==> src/rtl/hvl_stream_deframer_pkg.sv <==
// Shared types for the HVL stream deframer.
// Holds the header layout, error codes, FSM states and buffer beat.
package hvl_stream_pkg;

   localparam logic [7:0] HVL_STREAM_MAGIC = 8'hA5;

   typedef struct packed {
      logic [7:0] magic;
      logic [7:0] tag;
      logic [7:0] rsvd;
      logic [7:0] len;
   } hdr_t;

   typedef enum logic [1:0] {
      ERR_NONE  = 2'd0,
      ERR_MAGIC = 2'd1,
      ERR_LEN   = 2'd2,
      ERR_CSUM  = 2'd3
   } err_code_t;

   typedef enum logic [1:0] {
      ST_HDR,
      ST_PAYLOAD,
      ST_CSUM
   } state_t;

   // 42-bit buffer entry: payload word plus sideband
   typedef struct packed {
      logic [31:0] dat;
      logic        sop;
      logic        eop;
      logic [7:0]  tag;
   } beat_t;

endpackage

==> src/rtl/hvl_stream_deframer_if.sv <==
// Word-stream bundle between the fifo bridge, deframer and consumer.
// master = stimulus/upstream side, slave = deframer side.
interface hvl_stream_deframer_if;

   logic        in_valid;
   logic        in_ready;
   logic [31:0] in_dat;
   logic        out_valid;
   logic        out_ready;
   logic [31:0] out_dat;
   logic        out_sop;
   logic        out_eop;
   logic [7:0]  out_tag;
   logic        err_valid;
   logic [1:0]  err_code;
   logic [15:0] pkt_count;

   modport master (
      output in_valid, in_dat, out_ready,
      input  in_ready, out_valid, out_dat, out_sop,
      input  out_eop, out_tag, err_valid, err_code,
      input  pkt_count
   );

   modport slave (
      input  in_valid, in_dat, out_ready,
      output in_ready, out_valid, out_dat, out_sop,
      output out_eop, out_tag, err_valid, err_code,
      output pkt_count
   );

endinterface

==> src/rtl/hvl_stream_deframer_skid2.sv <==
// 2-entry ready/valid FIFO for deframer payload beats.
// Ports: clock/reset, push_i/din_i, pop_i, valid_o/dout_o, cnt_o.
module hvl_stream_skid2 (
   input  logic                 clock,
   input  logic                 reset,
   input  logic                 push_i,
   input  hvl_stream_pkg::beat_t din_i,
   input  logic                 pop_i,
   output logic                 valid_o,
   output hvl_stream_pkg::beat_t dout_o,
   output logic [1:0]           cnt_o
);
   import hvl_stream_pkg::*;

   beat_t      mem_q [2];
   logic       wr_q;
   logic       rd_q;
   logic [1:0] cnt_q;
   logic [1:0] cnt_d;
   logic       push;
   logic       pop;

   assign push  = push_i && (cnt_q != 2'd2);
   assign pop   = pop_i && (cnt_q != 2'd0);
   assign cnt_d = cnt_q + {1'b0, push} - {1'b0, pop};

   always_ff @(posedge clock) begin
      if (!reset) begin
         mem_q[0] <= '0;
         mem_q[1] <= '0;
         wr_q     <= 1'b0;
         rd_q     <= 1'b0;
         cnt_q    <= 2'd0;
      end else begin
         if (push) begin
            mem_q[wr_q] <= din_i;
            wr_q        <= ~wr_q;
         end
         if (pop) rd_q <= ~rd_q;
         cnt_q <= cnt_d;
      end
   end

   // zero the head when empty so stale data never shows
   assign valid_o = (cnt_q != 2'd0);
   assign dout_o  = valid_o ? mem_q[rd_q] : '0;
   assign cnt_o   = cnt_q;

endmodule

==> src/rtl/hvl_stream_deframer.sv <==
// Parses header/payload/checksum frames from the HVL word stream.
// Ports: clock, reset (active-low sync), bus (slave modport).
module hvl_stream_deframer #(
   parameter int Tmaxlen = 16
) (
   input logic                  clock,
   input logic                  reset,
   hvl_stream_deframer_if.slave bus
);
   import hvl_stream_pkg::*;

   localparam logic [7:0] MAXLEN = 8'(Tmaxlen);

   state_t      state_q;
   logic [7:0]  tag_q;
   logic [7:0]  len_q;
   logic [7:0]  idx_q;
   logic [31:0] csum_q;
   logic        run_q;
   logic        err_valid_q;
   err_code_t   err_code_q;
   logic [15:0] pkt_q;

   hdr_t       hdr;
   beat_t      beat_d;
   beat_t      head;
   logic [1:0] fcnt;
   logic       fvalid;
   logic       in_ready_d;
   logic       acc;
   logic       push;
   logic       last;
   logic       len_bad;

   assign hdr     = bus.in_dat;
   assign len_bad = (hdr.len == 8'd0) || (hdr.len > MAXLEN);
   assign last    = (idx_q == len_q - 8'd1);

   // run_q keeps in_ready low until the first edge out of reset
   always_comb begin
      in_ready_d = 1'b0;
      if (run_q && reset) begin
         if (state_q == ST_PAYLOAD) in_ready_d = (fcnt != 2'd2);
         else                       in_ready_d = 1'b1;
      end
   end

   assign acc  = bus.in_valid && in_ready_d;
   assign push = acc && (state_q == ST_PAYLOAD);

   always_comb begin
      beat_d     = '0;
      beat_d.dat = bus.in_dat;
      beat_d.sop = (idx_q == 8'd0);
      beat_d.eop = last;
      beat_d.tag = tag_q;
   end

   hvl_stream_skid2 u_buf (
      .clock   (clock),
      .reset   (reset),
      .push_i  (push),
      .din_i   (beat_d),
      .pop_i   (bus.out_ready),
      .valid_o (fvalid),
      .dout_o  (head),
      .cnt_o   (fcnt)
   );

   always_ff @(posedge clock) begin
      if (!reset) begin
         state_q     <= ST_HDR;
         tag_q       <= 8'd0;
         len_q       <= 8'd0;
         idx_q       <= 8'd0;
         csum_q      <= 32'd0;
         run_q       <= 1'b0;
         err_valid_q <= 1'b0;
         err_code_q  <= ERR_NONE;
         pkt_q       <= 16'd0;
      end else begin
         run_q       <= 1'b1;
         err_valid_q <= 1'b0;
         unique case (state_q)
            ST_HDR: if (acc) begin
               if (hdr.magic != HVL_STREAM_MAGIC) begin
                  err_valid_q <= 1'b1;
                  err_code_q  <= ERR_MAGIC;
               end else if (len_bad) begin
                  err_valid_q <= 1'b1;
                  err_code_q  <= ERR_LEN;
               end else begin
                  tag_q   <= hdr.tag;
                  len_q   <= hdr.len;
                  idx_q   <= 8'd0;
                  csum_q  <= hdr;
                  state_q <= ST_PAYLOAD;
               end
            end
            ST_PAYLOAD: if (acc) begin
               csum_q <= csum_q ^ bus.in_dat;
               idx_q  <= idx_q + 8'd1;
               if (last) state_q <= ST_CSUM;
            end
            ST_CSUM: if (acc) begin
               if (bus.in_dat == csum_q) begin
                  pkt_q <= pkt_q + 16'd1;
               end else begin
                  err_valid_q <= 1'b1;
                  err_code_q  <= ERR_CSUM;
               end
               state_q <= ST_HDR;
            end
            default: state_q <= ST_HDR;
         endcase
      end
   end

   assign bus.in_ready  = in_ready_d;
   assign bus.out_valid = fvalid;
   assign bus.out_dat   = head.dat;
   assign bus.out_sop   = head.sop;
   assign bus.out_eop   = head.eop;
   assign bus.out_tag   = head.tag;
   assign bus.err_valid = err_valid_q;
   assign bus.err_code  = err_code_q;
   assign bus.pkt_count = pkt_q;

endmodule
==> src/flat_wrapper.sv <==
// flat-port wrapper written by rule: the top's interface ports become plain ports
module hvl_stream_deframer_flat import hvl_stream_pkg::*;
#(
   parameter int Tmaxlen = 16
)
  (clock, reset, bus_in_valid, bus_in_dat, bus_out_ready, bus_in_ready, bus_out_valid, bus_out_dat, bus_out_sop, bus_out_eop, bus_out_tag, bus_err_valid, bus_err_code, bus_pkt_count);
  hvl_stream_deframer_if bus_i ();
  input logic clock;
  input logic reset;
  input wire logic [$bits(bus_i.in_valid)-1:0] bus_in_valid;
  input wire logic [$bits(bus_i.in_dat)-1:0] bus_in_dat;
  input wire logic [$bits(bus_i.out_ready)-1:0] bus_out_ready;
  output wire logic [$bits(bus_i.in_ready)-1:0] bus_in_ready;
  output wire logic [$bits(bus_i.out_valid)-1:0] bus_out_valid;
  output wire logic [$bits(bus_i.out_dat)-1:0] bus_out_dat;
  output wire logic [$bits(bus_i.out_sop)-1:0] bus_out_sop;
  output wire logic [$bits(bus_i.out_eop)-1:0] bus_out_eop;
  output wire logic [$bits(bus_i.out_tag)-1:0] bus_out_tag;
  output wire logic [$bits(bus_i.err_valid)-1:0] bus_err_valid;
  output wire logic [$bits(bus_i.err_code)-1:0] bus_err_code;
  output wire logic [$bits(bus_i.pkt_count)-1:0] bus_pkt_count;
  assign bus_i.in_valid = bus_in_valid;
  assign bus_i.in_dat = bus_in_dat;
  assign bus_i.out_ready = bus_out_ready;
  assign bus_in_ready = bus_i.in_ready;
  assign bus_out_valid = bus_i.out_valid;
  assign bus_out_dat = bus_i.out_dat;
  assign bus_out_sop = bus_i.out_sop;
  assign bus_out_eop = bus_i.out_eop;
  assign bus_out_tag = bus_i.out_tag;
  assign bus_err_valid = bus_i.err_valid;
  assign bus_err_code = bus_i.err_code;
  assign bus_pkt_count = bus_i.pkt_count;
  hvl_stream_deframer #(.Tmaxlen(Tmaxlen)) u_core (.clock(clock), .reset(reset), .bus(bus_i));
endmodule
==> config.mk <==
export PLATFORM = sky130hd
export DESIGN_NAME = hvl_stream_deframer_flat
export DESIGN_NICKNAME = d
export VERILOG_FILES = /design/src/rtl/hvl_stream_deframer_pkg.sv /design/src/rtl/hvl_stream_deframer_if.sv /design/src/rtl/hvl_stream_deframer_skid2.sv /design/src/rtl/hvl_stream_deframer.sv /design/src/flat_wrapper.sv
export SDC_FILE = /design/constraint.sdc
export NUM_CORES = 1
export LEC_CHECK = 0
export ABC_AREA = 1
export CELL_PAD_IN_SITES_DETAIL_PLACEMENT = 0
export CELL_PAD_IN_SITES_GLOBAL_PLACEMENT = 2
export CORE_ASPECT_RATIO = 1.1
export CORE_MARGIN = 2
export CORE_UTILIZATION = 30
export DETAILED_ROUTE_END_ITERATION = 6
export PLACE_DENSITY = 0.78
export SLEW_MARGIN = 20
export SYNTH_ARGS = -nofsm -noshare
export SYNTH_HDL_FRONTEND = slang
export SYNTH_SLANG_ARGS = --single-unit
==> constraint.sdc <==
create_clock -name clock -period 2.9 [get_ports clock]
set_clock_uncertainty 0.2 [all_clocks]
set_input_delay 0.58 -clock clock [delete_from_list [all_inputs] [get_ports clock]]
set_output_delay 0.58 -clock clock [all_outputs]
set_load 0.02 [all_outputs]
==> results.yml <==
timing:
  maxSlewViolCount: 0
  post-route-period-util: 0.974
  finalHoldViolations: 0
  rsz0062_at_grt: "no"
  setup_ws_ns: 0.0763
  relSlewSlack: 0.470
  setup_viol: 0
  max_freq_mhz: 354
  hold_ws_ns: 0.260
  finalCriticalPeriod_ns: 2.82
  tightest_slew_ns: 0.794
worst_setup_path:
  startpoint: "u_core.u_buf.cnt_o[0]"
  r2r-end: "u_core.u_buf.mem_q[0][8]"
  reg2reg_depth: 9
  crit_fanout: 13
  endpoint_kind: "primary output"
  crit_path_start_kind: "register"
  critPathRequiredTime_ns: 2.12
  endpoint: "bus_out_dat[3]"
  reg2reg_from: "u_core.state_q[0]"
  path_class: "register to primary output"
  critPathArrivalTime_ns: 2.04
  rrSetupSlack_ns: 0.46
logic_synthesis:
  ys_seq_area_frac: 0.479
  netlist_area_sq_mm: 0.00873
  synth_edf_count: 84
  synth_cell_type_count: 35
  synth.avg_cell_area_sq_um: 7.51
  muxShareOfSynthArea: 0
  synth_fa_ha_area_frac: 0.00859
  synth_compound_area_frac: 0.0987
  synth_top_area_frac: 0.289
  synthCells: 1163
  syn_nets: 1205
  synth_top_family_by_area: "simple AND/OR/NAND/NOR gates"
  synthSimpleGateAreaFrac: 0.305
  yosysMostFrequentCell: "nand2_1"
  synthXorXnorAreaFrac: 0.0261
  synthTopCellsByArea: "edfxtp_1 29%, dfxtp_1 19%, nand2_1 17%"
  yosysWarnings: 0
  yosys.area.top_type: "edfxtp_1"
  ys_seq_elements: 167
  synth_commonest_cells: "389 x nand2_1, 144 x nor2_1, 117 x a21oi_1"
  ys_dominant_reg_cell: "edfxtp_1"
  synthArstFlopShare: 0
floorplanning:
  initial_utilization: 0.304
  chipHeight_um: 183
  core_sq_mm: 0.0287
  die_x_um: 167
  rows: 65
  io_pins: 99
  die-area_sq_mm: 0.0305
placement:
  placed_cells: 1623
  post-dp-hpwl_um: 17400
  place.gp.congestion: 0.796
  dp_slack_ns: 0.0521
  port_buffers: 98
routing:
  ant_nets: 0
  first_pass_iters: 5
  vias: 7623
  drt-total-wl_um: 25700
  drc: 0
  via_per_inst: 4.60
  wire_per_inst_um: 15.5
  drtIter0Drc: 320
clock_network:
  insertion_delay_ns: 0.43
  numCtsBuffers: 17
  cts_tree: "yes"
  cts_root_buf: "clkbuf_16"
  cts_hold_buf: 0
  cts.reportedPaths.clkPinSlew_ns: 0.08
  cts_buffer_depth: 2
  clkSinkCount: 167
  cts_max_level: 4
power_and_ir_drop:
  ir_worst_vdd_uv: 285
  p_leak_nw: 4.39
  power_density_mw_per_mm2: 508
global_routing:
  grt_start_max_net_pins: 66
  grt-busiest-layer: "met2"
  use_met2: 0.298
  antenna_found_initial: 0
  use_met3: 0.0263
  grt_pass1_wl_um: 41000
  grt-ovfl-total: 0
  grtUsageTotal: 0.171
  grtUsageMet1: 0.221
  grt_pass1_vias: 7542
final_layout:
  n_antenna_cell: 0
  nNetsFinal: 1319
  layout-drive-gt1-share: 0.101
  syn2layout_area_growth_pct: 25.8
  instances_no_fill: 1658
job:
  maxCapViolations: 0
min_path:
  hp-class: "register to register"
run_status:
  run_status: "completed"
## metal layers
metal	routed length [um]	vias up	part of all wire
met2	12400	124	0.48
met3	725	30	0.028
met5	0	-	0
li1	-	3962	-
met1	12100	3507	0.47
met4	478	0	0.019
## critical path, stage by stage, from the launching register on
cell and delay (ns):
dfxtp_1 0.45, nor2_4 0.11, buf_4 0.21, a21oi_1 0.19, clkdlybuf4s50_1 0.64
## cell families (layout without fill, tap and decap cells)
family | after synthesis | after routing
simple gates | 628 | 628
compound gates | 171 | 171
flops | 167 | 167
buf+inv | 165 | 292
xor+xnor | 26 | 26
fa+ha+maj | 6 | 6
## cell type report
type                            instances  area [sq um]
Inverter                              109           414
Sequential cell                       167          4190
Timing Repair Buffer                  151          1480
Tap cell                              368           460
Multi-Input combinational cell        831          3840
Clock inverter                         15           184
Clock buffer                           17           425
Fill cell                            2989         17700
## what timing repair did
item,4_1_cts,5_1_grt
setup buffers,2,0
cloned,0,1
pin swaps,1,0
resized for setup,10,12
setup endpoints to repair,43,35
## cell usage in the layout, fill, tap and decap left out, types with 2 or more instances in the layout
cell / instances
nand3b_1: 3
a21oi_1: 117
inv_8: 6
nand2_2: 2
clkinv_8: 5
nor2_4: 12
buf_12: 5
clkbuf_16: 18
edfxtp_1: 84
dfxtp_1: 82
xor2_1: 16
nor3b_1: 2
buf_4: 46
nor2_1: 143
dlygate4sd2_1: 5
nand3_2: 2
dlymetal6s2s_1: 9
clkinv_4: 5
inv_2: 7
nor2_2: 11
nand3_1: 24
xnor2_1: 10
nor3_1: 6
or2_2: 3
nand2_1: 387
o21ai_0: 52
nand2_4: 2
nand4_1: 26
inv_1: 100
ha_1: 6
clkdlybuf4s50_1: 84
## worst min path at each step
stage | startpoint | endpoint | slack, ns | cells past startpoint
2_1_floorplan | u_core.u_buf.rd_q | register | 0.23 | 1
3_3_place_gp | u_core.u_buf.rd_q | u_core.u_buf.rd_q | 0.24 | 1
3_5_place_dp | u_core.u_buf.rd_q | u_core.u_buf.rd_q | 0.24 | 1
4_1_cts | u_core.u_buf.rd_q | u_core.u_buf.rd_q | 0.26 | 1
5_1_grt | u_core.len_q[7] | u_core.len_q[7] | 0.29 | 2
6_report | u_core.u_buf.rd_q | register | 0.26 | 1
## sequential cells by signal (all words and copies together), names as in the netlist, named ones only
register              count
u_core.u_buf.rd_q         1
u_core.run_q              1
u_core.bus.err_code       2
u_core.bus.err_valid      1
u_core.u_buf.wr_q         1
u_core.u_buf.mem_q       84
u_core.u_buf.cnt_o        2
u_core.len_q              8
u_core.bus.pkt_count     16
u_core.idx_q              8
u_core.state_q            2
u_core.csum_q            32
u_core.tag_q              8
## per-stage QoR
step                cell area (sq um)  total power, mW  utilization  setup TNS, ns
finish                          11000             5.58        0.383              0
global route                    11000             5.81        0.383              0
CTS                             10900             5.65        0.381         -0.117
detailed placement              10300             3.30        0.359              0
global placement                10300             3.30        0.359              0
floorplan                        8740             2.94            -              0
## power by group
part	leakage (nW)	total (mW)	internal, mW	switching (mW)
clock network	0.297	2.31	1.17	1.14
logic	2.55	0.724	0.274	0.451
registers	1.54	2.54	2.52	0.0243
No activity file was read; power rests on OpenSTA's default activity.
